**src/rtl/fp8_pkg.sv**
```systemverilog
// fp8_pkg: E4M3 FP8 and float32 field constants shared by the FP8 packer and unpacker.
package fp8_pkg;
    localparam int E4M3_BIAS = 7;
    localparam int E4M3_EW = 4;
    localparam int E4M3_MW = 3;
    localparam logic [3:0] E4M3_EXP_SPC = 4'hF;
    localparam logic [22:0] F32_QNAN_FRAC = 23'h400000;
    localparam int F32_EXP_BIAS = 127;
    typedef struct packed {
        logic s;
        logic [E4M3_EW-1:0] e;
        logic [E4M3_MW-1:0] m;
    } e4m3_t;
endpackage

```
**src/rtl/fp8e4_to_f32.sv**
```systemverilog
// fp8e4_to_f32: exact combinational widening of one E4M3 byte to float32 bits.
module fp8e4_to_f32
    import fp8_pkg::*;
(
    input  logic [7:0]  code,
    output logic [31:0] f32,
    output logic        spc
);
    e4m3_t x;
    logic [7:0] exp;
    logic [22:0] frac;
    assign x = code;
    always_comb begin
        // subnormals renormalise on the leading one of m
        exp = x.e == '0 ? (x.m[2] ? 8'd120 : x.m[1] ? 8'd119 : 8'd118)
                        : {4'b0, x.e} + 8'(F32_EXP_BIAS - E4M3_BIAS);
        frac = x.e == '0 ? (x.m[2] ? {x.m[1:0], 21'b0} : x.m[1] ? {x.m[0], 22'b0} : 23'b0)
                         : {x.m, 20'b0};
        spc = x.e == E4M3_EXP_SPC;
        f32 = spc ? {x.s, 8'hFF, x.m != '0 ? F32_QNAN_FRAC : 23'b0}
            : (x.e == '0 && x.m == '0) ? {x.s, 31'b0}
            : {x.s, exp, frac};
    end
endmodule

```
**src/rtl/fp8e4_unpack_stream.sv**
```systemverilog
// fp8e4_unpack_stream: unpacks LANES-byte E4M3 words into one float32 per cycle over valid/ready.
module fp8e4_unpack_stream
    import fp8_pkg::*;
#(
    parameter int LANES = 4,
    parameter int LW = $clog2(LANES)
) (
    input  logic               clk_i,
    input  logic               rst_i,
    input  logic               in_valid_i,
    output logic               in_ready_o,
    input  logic [8*LANES-1:0] in_data_i,
    output logic               out_valid_o,
    input  logic               out_ready_i,
    output logic [31:0]        out_f32_o,
    output logic [LW-1:0]      out_lane_o,
    output logic               out_last_o,
    output logic               out_spc_o
);
    logic [8*LANES-1:0] hold_q;
    logic hold_v;
    logic [LW-1:0] idx_q;
    logic [7:0] lane;
    logic [31:0] f32;
    logic spc, last, adv, acc;
    assign lane = hold_q[{idx_q, 3'b000} +: 8];
    assign last = idx_q == LW'(LANES - 1);
    assign adv = hold_v && (!out_valid_o || out_ready_i);
    // a new word may land in the same cycle the last lane leaves, so words stream without a bubble
    assign in_ready_o = !rst_i && (!hold_v || (adv && last));
    assign acc = in_valid_i && in_ready_o;
    fp8e4_to_f32 dec (
        .code(lane),
        .f32(f32),
        .spc(spc)
    );
    always_ff @(posedge clk_i) begin
        if (rst_i) begin
            hold_v <= 1'b0;
            idx_q <= '0;
            out_valid_o <= 1'b0;
            out_f32_o <= '0;
            out_lane_o <= '0;
            out_last_o <= 1'b0;
            out_spc_o <= 1'b0;
        end else begin
            if (adv) begin
                idx_q <= last ? '0 : idx_q + 1'b1;
                if (last) hold_v <= 1'b0;
            end
            if (acc) begin
                hold_q <= in_data_i;
                hold_v <= 1'b1;
                idx_q <= '0;
            end
            if (adv) begin
                out_valid_o <= 1'b1;
                out_f32_o <= f32;
                out_lane_o <= idx_q;
                out_last_o <= last;
                out_spc_o <= spc;
            end else if (out_ready_i) begin
                out_valid_o <= 1'b0;
            end
        end
    end
endmodule

```
**config.mk**
```make
export PLATFORM = sky130hd
export DESIGN_NAME = fp8e4_unpack_stream
export DESIGN_NICKNAME = d
export VERILOG_FILES = /design/src/rtl/fp8_pkg.sv /design/src/rtl/fp8e4_to_f32.sv /design/src/rtl/fp8e4_unpack_stream.sv
export SDC_FILE = /design/constraint.sdc
export NUM_CORES = 1
export LEC_CHECK = 0
export ABC_CLOCK_PERIOD_IN_PS = 13000
export CORE_MARGIN = 1.5
export CORE_UTILIZATION = 45
export DETAILED_ROUTE_END_ITERATION = 8
export PLACE_DENSITY = 0.74
export SYNTH_ARGS = -nofsm -noshare
export SYNTH_HDL_FRONTEND = slang
export SYNTH_HIERARCHICAL = 1
export SYNTH_SLANG_ARGS = --single-unit
```
**constraint.sdc**
```tcl
create_clock -name clk_i -period 13 [get_ports clk_i]
set_input_delay 3.25 -clock clk_i [delete_from_list [all_inputs] [get_ports clk_i]]
set_output_delay 3.25 -clock clk_i [all_outputs]
set_load 0.01 [all_outputs]
```
After elaboration in Yosys (flattened, before gate mapping)
Cells that the tools add are included.
{"block": "word_totals", "output_inout_bits": 38, "reg_bits": 72, "elab_cells": 48, "input_bits": 36}
{"block": "op_classes", "reduce_logical": 19, "n_eq_ne": 2, "n_addsub": 2, "shift": 1, "muxes": 15, "bitwise": 1}
{"operator": "two-way mux 23 bit", "n": 4}
{"operator": "two-way mux 31 bit", "n": 2}
{"operator": "variable part select 32 x 6 -> 8 bit", "n": 1}
{"operator": "two-way mux 8 bit", "n": 2}
{"operator": "adder 4 x 7 -> 8 bit, second input constant", "n": 1}
{"operator": "two-way mux 1 bit", "n": 6}
{"operator": "nonzero test 2 bit", "n": 3}
{"operator": "logical AND 1 bit", "n": 5}
{"operator": "equality test 4 bit, second input constant", "n": 1}
{"operator": "logical NOT 4 bit", "n": 1}
{"operator": "AND reduction 2 bit", "n": 2}
{"operator": "logical NOT 1 bit", "n": 3}
{"operator": "logical NOT 3 bit", "n": 1}
{"operator": "nonzero test 3 bit", "n": 1}
{"operator": "adder 2 x 1 -> 2 bit, second input constant", "n": 1}
{"operator": "equality test 2 bit, second input constant", "n": 1}
{"operator": "logical OR 1 bit", "n": 2}
{"operator": "two-way mux 2 bit", "n": 1}
{"operator": "OR reduction 2 bit", "n": 1}
{"operator": "NOT 1 bit", "n": 1}

Depth between registers and ports, before layout
Gate-level depths: netlist of run 1.
{"block": "logic_depth", "ltp_word": 9, "mapped_depth": 8, "mapped_depth_nobuf": 7}

Modules after synthesis
The synthesis of run 1 kept the hierarchy.
{"module": "fp8e4_unpack_stream", "area_per_inst_um2": 2700.1, "cells_each": 228, "seq_area_each_um2": 1761.7, "instances": 1}
{"module": "fp8e4_to_f32", "area_per_inst_um2": 301.5, "cells_each": 45, "seq_area_each_um2": 0.0, "instances": 1}

Worst setup path before layout of run 1
Ideal clock, no wire load.
{"block": "synth_path", "kind": "input to output", "start": "in out_ready_i", "end": "out in_ready_o", "stages": 4, "path_slack_ns": 5.870, "arrival_ns": 3.880, "path_buffers": 1, "required_time_ns": 9.750, "path_cell_list": "nand2b_1 buf_4 a21oi_1 nor2_1"}
{"block": "synth_via", "elab_chain_len": 5}
{"element": "start: declaration", "line": "fp8e4_unpack_stream.sv:14", "text": "input logic out_ready_i,"}
{"element": "logical OR 1 bit", "line": "fp8e4_unpack_stream.sv:28", "text": "assign adv = hold_v && (!out_valid_o || out_ready_i);"}
{"element": "logical AND 1 bit", "line": "fp8e4_unpack_stream.sv:28"}
{"element": "logical AND 1 bit", "line": "fp8e4_unpack_stream.sv:30", "text": "assign in_ready_o = !rst_i && (!hold_v || (adv && last));"}
{"element": "logical OR 1 bit", "line": "fp8e4_unpack_stream.sv:30"}
{"element": "logical AND 1 bit", "line": "fp8e4_unpack_stream.sv:30"}
{"element": "end: declaration", "line": "fp8e4_unpack_stream.sv:11", "text": "output logic in_ready_o,"}
No other way between the ends.

Worst setup path in the final report of run 1
Same ends and word-level chain as after synthesis.

==> results of run 1 <==
[power by group through the flow]
stage          Combinational (mW)  Clock (mW)  Sequential (mW)
3_5_place_dp               0.0588           0            0.258
2_1_floorplan              0.0340           0            0.260
6_report                   0.0589       0.164            0.253
4_1_cts                    0.0589       0.170            0.253
3_3_place_gp               0.0578           0            0.258
5_1_grt                    0.0642       0.181            0.254
[registers in the layout, indices dropped and copies added (netlist names)]
| name | cells |
|---|---|
| out_lane_o | 2 |
| out_spc_o | 1 |
| hold_v | 1 |
| out_f32_o | 32 |
| out_last_o | 1 |
| hold_q | 32 |
| out_valid_o | 1 |
| idx_q | 2 |
[cell type report]
type                       instances  area share (%)
sequential                        72           45.91
clock buffer                      14           4.532
clock inverter                     2          0.2934
multi-input combinational        170           26.64
inverter                           3          0.2934
tap                               77           2.511
timing repair buffer              77           19.82
[worst register-to-register path, cell delays in order (launching register included)]
cell and delay [ns]:
dfxtp_1 0.74, mux4_2 0.65, or4_4 0.60, nor2_2 0.14
a22oi_1 0.13, nand3_1 0.11, a21oi_1 0.06
[logic make-up after synthesis]
kind of cell,after synthesis,synth area share [%]
buffers and inverters,50,9.879
multiplexers,8,6.002
flip-flops,72,58.69
AND/OR/NAND/NOR,54,9.797
AO/OA/AOI/OAI,87,15.09
other,1,0.1249
adder cells (fa/ha/maj),1,0.4168
[metal layers]
metal | wire length (um) | vias to the layer above | share of wire, % | global-route usage (%)
met5 | 0 | - | 0 | 0
met4 | 66 | 0 | 1.2 | 8.358
met3 | 423 | 7 | 7.4 | 5.801
met2 | 2784 | 78 | 49 | 25.97
met1 | 2459 | 1011 | 43 | 21.62
li1 | - | 1073 | - | -
[metrics by stage]
step	std cells	hold slack, ns	instance area (um2)	total power, mW
2_1_floorplan	292	0.4984	3073	0.2936
3_3_place_gp	399	0.4601	3652	0.3157
3_5_place_dp	399	0.4685	3652	0.3171
4_1_cts	415	0.4798	3837	0.4816
5_1_grt	415	0.4936	3837	0.4995
6_report	415	0.4772	3837	0.4760
[path summary, 6_finish.rpt]
path,end,slack (ns),depth (start not counted)
max,in_ready_o,4.66,6
min,out_f32_o[17],0.48,2
max reg2reg,out_f32_o[27],10.44,6
min reg2reg,out_f32_o[17],0.48,2
[synthesized netlist by cell type, types with 2 or more instances]
| cell type | count |
|---|---|
| clkbuf_1 | 14 |
| nor2_1 | 2 |
| a21oi_1 | 43 |
| or2_1 | 2 |
| mux4_2 | 8 |
| nand3_1 | 38 |
| buf_4 | 27 |
| edfxtp_1 | 32 |
| inv_1 | 2 |
| o21ai_1 | 6 |
| o21ai_0 | 33 |
| buf_2 | 6 |
| dfxtp_1 | 40 |
==> results.ini, run 1 <==
[place]
portBuffers=73
place_ws_ns=4.682
gp_congestion=0.7770
dp_hpwl_um=3634

[timing]
setup_tns_ns=0
slew_violations=0
min_period_ns=8.335
timing.slew.headroom_pct=13.11
finalCritPeriodShare_pct=64.12
fin_skew_ns=0.007265
rsz0062_at_grt=false
hold_viol=0
postLayoutSetupSlackWorst_ns=4.665
tightest_slew_ns=1.297
fmax_ghz=0.1200
setup_viol=0

[floorplanning]
start_util_pct=47.00
die_y_um=84.67
die_w_um=84.67
rows=29
core_mm2=0.006386
io_pins=74
die-area_mm2=0.007169

[grt]
antenna_found_initial=0
grt_pass1_vias=2080
grt_max_degree=43
overflow=0
grt_pass1_wl_um=9535
track_usage_pct=16.98

[critical_path]
endpoint_kind=output pin
path_buf_inv=3
crit_arrival_ns=5.09
max_stage_delay_ns=0.55
cp_cell_sequence=clkdlybuf4s50_1 -> nand2b_1 -> buf_4 -> a21oi_1 -> nor2_1 -> clkdlybuf4s50_1
cp_top_family=buffers and inverters
crit_path_max_fanout=40
r2r_start=idx_q[0]
crit_top_cell=clkdlybuf4s50_1
startpoint=out_ready_i
slowest_stage=clkdlybuf4s50_1
required_ns=9.75
cp-start-kind=input port
critical_path_class=in2out

[synth]
synth-main-ff-cell=dfxtp_1
syn_area_mm2=0.003002
synth_top_area_cell=edfxtp_1
ys_seq_elements=72
yosysSeqAreaShare_pct=58.69
synthTopCellsByArea=edfxtp_1, dfxtp_1, a21oi_1
ys_async_sr_fraction_pct=0
syn_inst=273
synth_edf_count=32
avgSynthCellArea_um2=10.99
synth_top_area_share_pct=32.01
synth.yosys.warnings=6
synth_cell_types=33

[clocking]
cts_buffers=9
clkSlewWorstSetupHoldPaths_ns=0.07
cts.htree.levels=3
cts_tree=yes
cts_root_buf=clkbuf_8
clk_latency_ns=0.34
post_cts_buffers=0
cts-resized-gates=0
cts-hold-fix-buffers=0
cts_sinks=72
cts_max_path_buffers=2

[power_and_ir_drop]
p_int_mw=0.3650
p_per_area_mw_per_mm2=124.0
seq_power_share_pct=53.1
p_sw_mw=0.1111
p_leak_nw=1.324
vdd_drop_max_v=0.00006902
switching_share_pct=23.33
combinationalPowerShare_pct=12.4
clockPowerShare_pct=34.5

[drt]
first_pass_iters=4
drt_iter0_markers=198
via_per_inst=5.227
routedWlPerCell_um=13.82
vias=2169
routed_wl_um=5734
drc=0
final_antenna_net_count=0

[cells_and_area]
final_cell_mix=clkdlybuf4s50_1, a21oi_1, dfxtp_1, nand3_1, o21ai_0
layout-drive-gt1-share_pct=9.467
synthToLayoutAreaGrowth_pct=27.84
multi_input_area_mm2=0.001022
layout_commonest_cell=clkdlybuf4s50_1
final_util_pct=60.09
fill_cells=546
diodes=0
nNetsFinal=370
seq_area_mm2=0.001762

[outcome]
status=complete, no violations

[min_path]
hp-class=reg2reg
hp-start=out_f32_o[17]

[flow_run]
maxCapViolations=0

Note: power is estimated with default switching activity, not from simulation.
==> run 2, diff against run 1 <==
ABC_CLOCK_PERIOD_IN_PS = 7600   (was 13000)
PLACE_DENSITY = 0.77   (was 0.74)
clock period = 7.6 ns   (was 13 ns; I/O delays follow)
==> run 2 against run 1 <==
- critical path depth is the same
- sequential cell count is the same
- routed wire length grew 0.68%
- combinational power grew 65%
- worst setup slack lost 2.7 ns
- sequential power grew 72%
- final area grew 1.2%
- non-clock buffer count is the same
==> results.ini, run 2 (synthesized netlist as in run 1, its figures left out) <==
[floorplanning]
die-area_mm2=0.007169  ; unchanged
die_w_um=84.67  ; unchanged
core_mm2=0.006386  ; unchanged
die_y_um=84.67  ; unchanged
rows=29  ; unchanged
start_util_pct=47.00  ; unchanged
io_pins=74  ; unchanged

[cells_and_area]
synthToLayoutAreaGrowth_pct=29.39
final_cell_mix=clkdlybuf4s50_1, a21oi_1, dfxtp_1, nand3_1, o21ai_0
reg.largest.list=hold_q x32, out_f32_o x32
fill_cells=519  ; -4.9%
layout-drive-gt1-share_pct=10.36  ; +0.89 points
diodes=0  ; unchanged
layout_commonest_cell=clkdlybuf4s50_1
nNetsFinal=370  ; unchanged

[grt]
antenna_found_initial=0  ; unchanged
grt_max_degree=43  ; unchanged
grtUsageMet2_pct=25.04  ; -0.94 points
use_met1_pct=22.01  ; +0.40 points
grt_pass1_vias=1978  ; -4.9%
grt.busiest_layer=met2
overflow=0  ; unchanged
track_usage_pct=16.83  ; -0.15 points
use_met3_pct=7.276  ; +1.5 points
grt_pass1_wl_um=9411  ; -1.3%

[timing]
hold_viol=0  ; unchanged
rsz0062_at_grt=false
setup_viol=0  ; unchanged
timing.slew.headroom_pct=18.40  ; +5.3 points
fmax_ghz=0.1787
fin_skew_ns=0.01065  ; +0.003385 ns
setup_tns_ns=0  ; unchanged
tightest_slew_ns=1.222  ; -0.07508 ns
finalCritPeriodShare_pct=73.62
hold_slack_ns=0.4788  ; +0.001629 ns
slew_violations=0  ; unchanged
min_period_ns=5.595

[power_and_ir_drop]
p_leak_nw=1.349  ; +1.9%
vdd_drop_max_v=0.0001325  ; +92%
p_per_area_mw_per_mm2=223.6  ; +80%

[flow_run]
maxCapViolations=0  ; unchanged

[min_path]
hp-class=reg2reg

[critical_path]
required_ns=5.70  ; -4.05 ns
reg2reg_setup_slack_ns=4.83  ; -5.61 ns
slowest_stage=clkdlybuf4s50_1
critical_path_class=in2out
max_stage_delay_ns=0.54  ; about the same
cp-start-kind=input port
cp_cell_sequence=clkdlybuf4s50_1 -> nand2b_1 -> buf_4 -> a21oi_1 -> nor2_1 -> clkdlybuf4s50_1
path_buf_inv=3  ; unchanged
crit_path_max_fanout=40  ; unchanged
cp_top_family=buffers and inverters
crit_arrival_ns=3.70  ; -1.39 ns
endpoint_kind=output pin
crit_top_cell=clkdlybuf4s50_1

[clocking]
cts_tree=yes
cts.htree.levels=3  ; unchanged
cts-hold-fix-buffers=0  ; unchanged
clk_latency_ns=0.34  ; about the same
clkSlewWorstSetupHoldPaths_ns=0.07  ; about the same
cts-resized-gates=0  ; unchanged
cts_max_path_buffers=2  ; unchanged
post_cts_buffers=0  ; unchanged
cts_root_buf=clkbuf_8
cts_buffers=9  ; unchanged
cts_sinks=72  ; unchanged

[drt]
vias=2148  ; -0.97%
drc=0  ; unchanged
first_pass_iters=4  ; unchanged
drt_iter0_markers=175  ; -12%
routedWlPerCell_um=13.91  ; +0.68%
via_per_inst=5.176  ; -0.97%
routed_wl_um=5773  ; +0.68%
final_antenna_net_count=0  ; unchanged

[outcome]
status=complete, no violations

[place]
dp_hpwl_um=3806  ; +4.7%
portBuffers=73  ; unchanged
gp_congestion=0.8096  ; +4.2%

==> run 2: power by group <==
group	switching [mW]	internal, mW
Combinational	0.0440	0.0532
Clock	0.142	0.193
Sequential	0.0130	0.423
Total	0.199	0.669
==> run 2: cell type report <==
class / count / area, um2 / area share [%]
clock buffer: 11 / 173.9 / 4.478
sequential: 72 / 1762 / 45.36
inverter: 3 / 11.26 / 0.2899
clock inverter: 5 / 57.56 / 1.482
tap: 77 / 96.34 / 2.481
multi-input combinational: 170 / 1022 / 26.32
timing repair buffer: 77 / 760.7 / 19.59
==> run 2: worst paths after layout <==
path	startpoint	to	depth (start not counted)
min reg2reg	out_spc_o	out_spc_o	2
max	out_ready_i	in_ready_o	6
max reg2reg	hold_v	hold_q[24]	4
min	out_spc_o	out_spc_o	2
==> run 2: layer usage <==
| layer | vias up | share of wire [%] |
|---|---|---|
| li1 | 1073 | - |
| met1 | 994 | 45 |
| met2 | 72 | 46 |
| met3 | 9 | 7.8 |
| met4 | 0 | 1.2 |
| met5 | - | 0 |
==> run 2: worst min-delay path, delay by kind of cell, from the launching register on <==
kind               cells  cell delay, ns
DFF                    1            0.31
AOI/OAI and AO/OA      2            0.12
==> run 2: through the flow <==
stage          worst slack, ns  utilization [%]  cell area, um2  std cells  total power [mW]
4_1_cts                  1.997            60.82            3884        415            0.8756
2_1_floorplan            2.440                -            3073        292            0.5022
6_report                 2.005            60.82            3884        415            0.8683
3_5_place_dp             1.995            57.19            3652        399            0.5422
5_1_grt                  1.910            60.82            3884        415            0.9076
3_3_place_gp             2.013            57.19            3652        399            0.5393
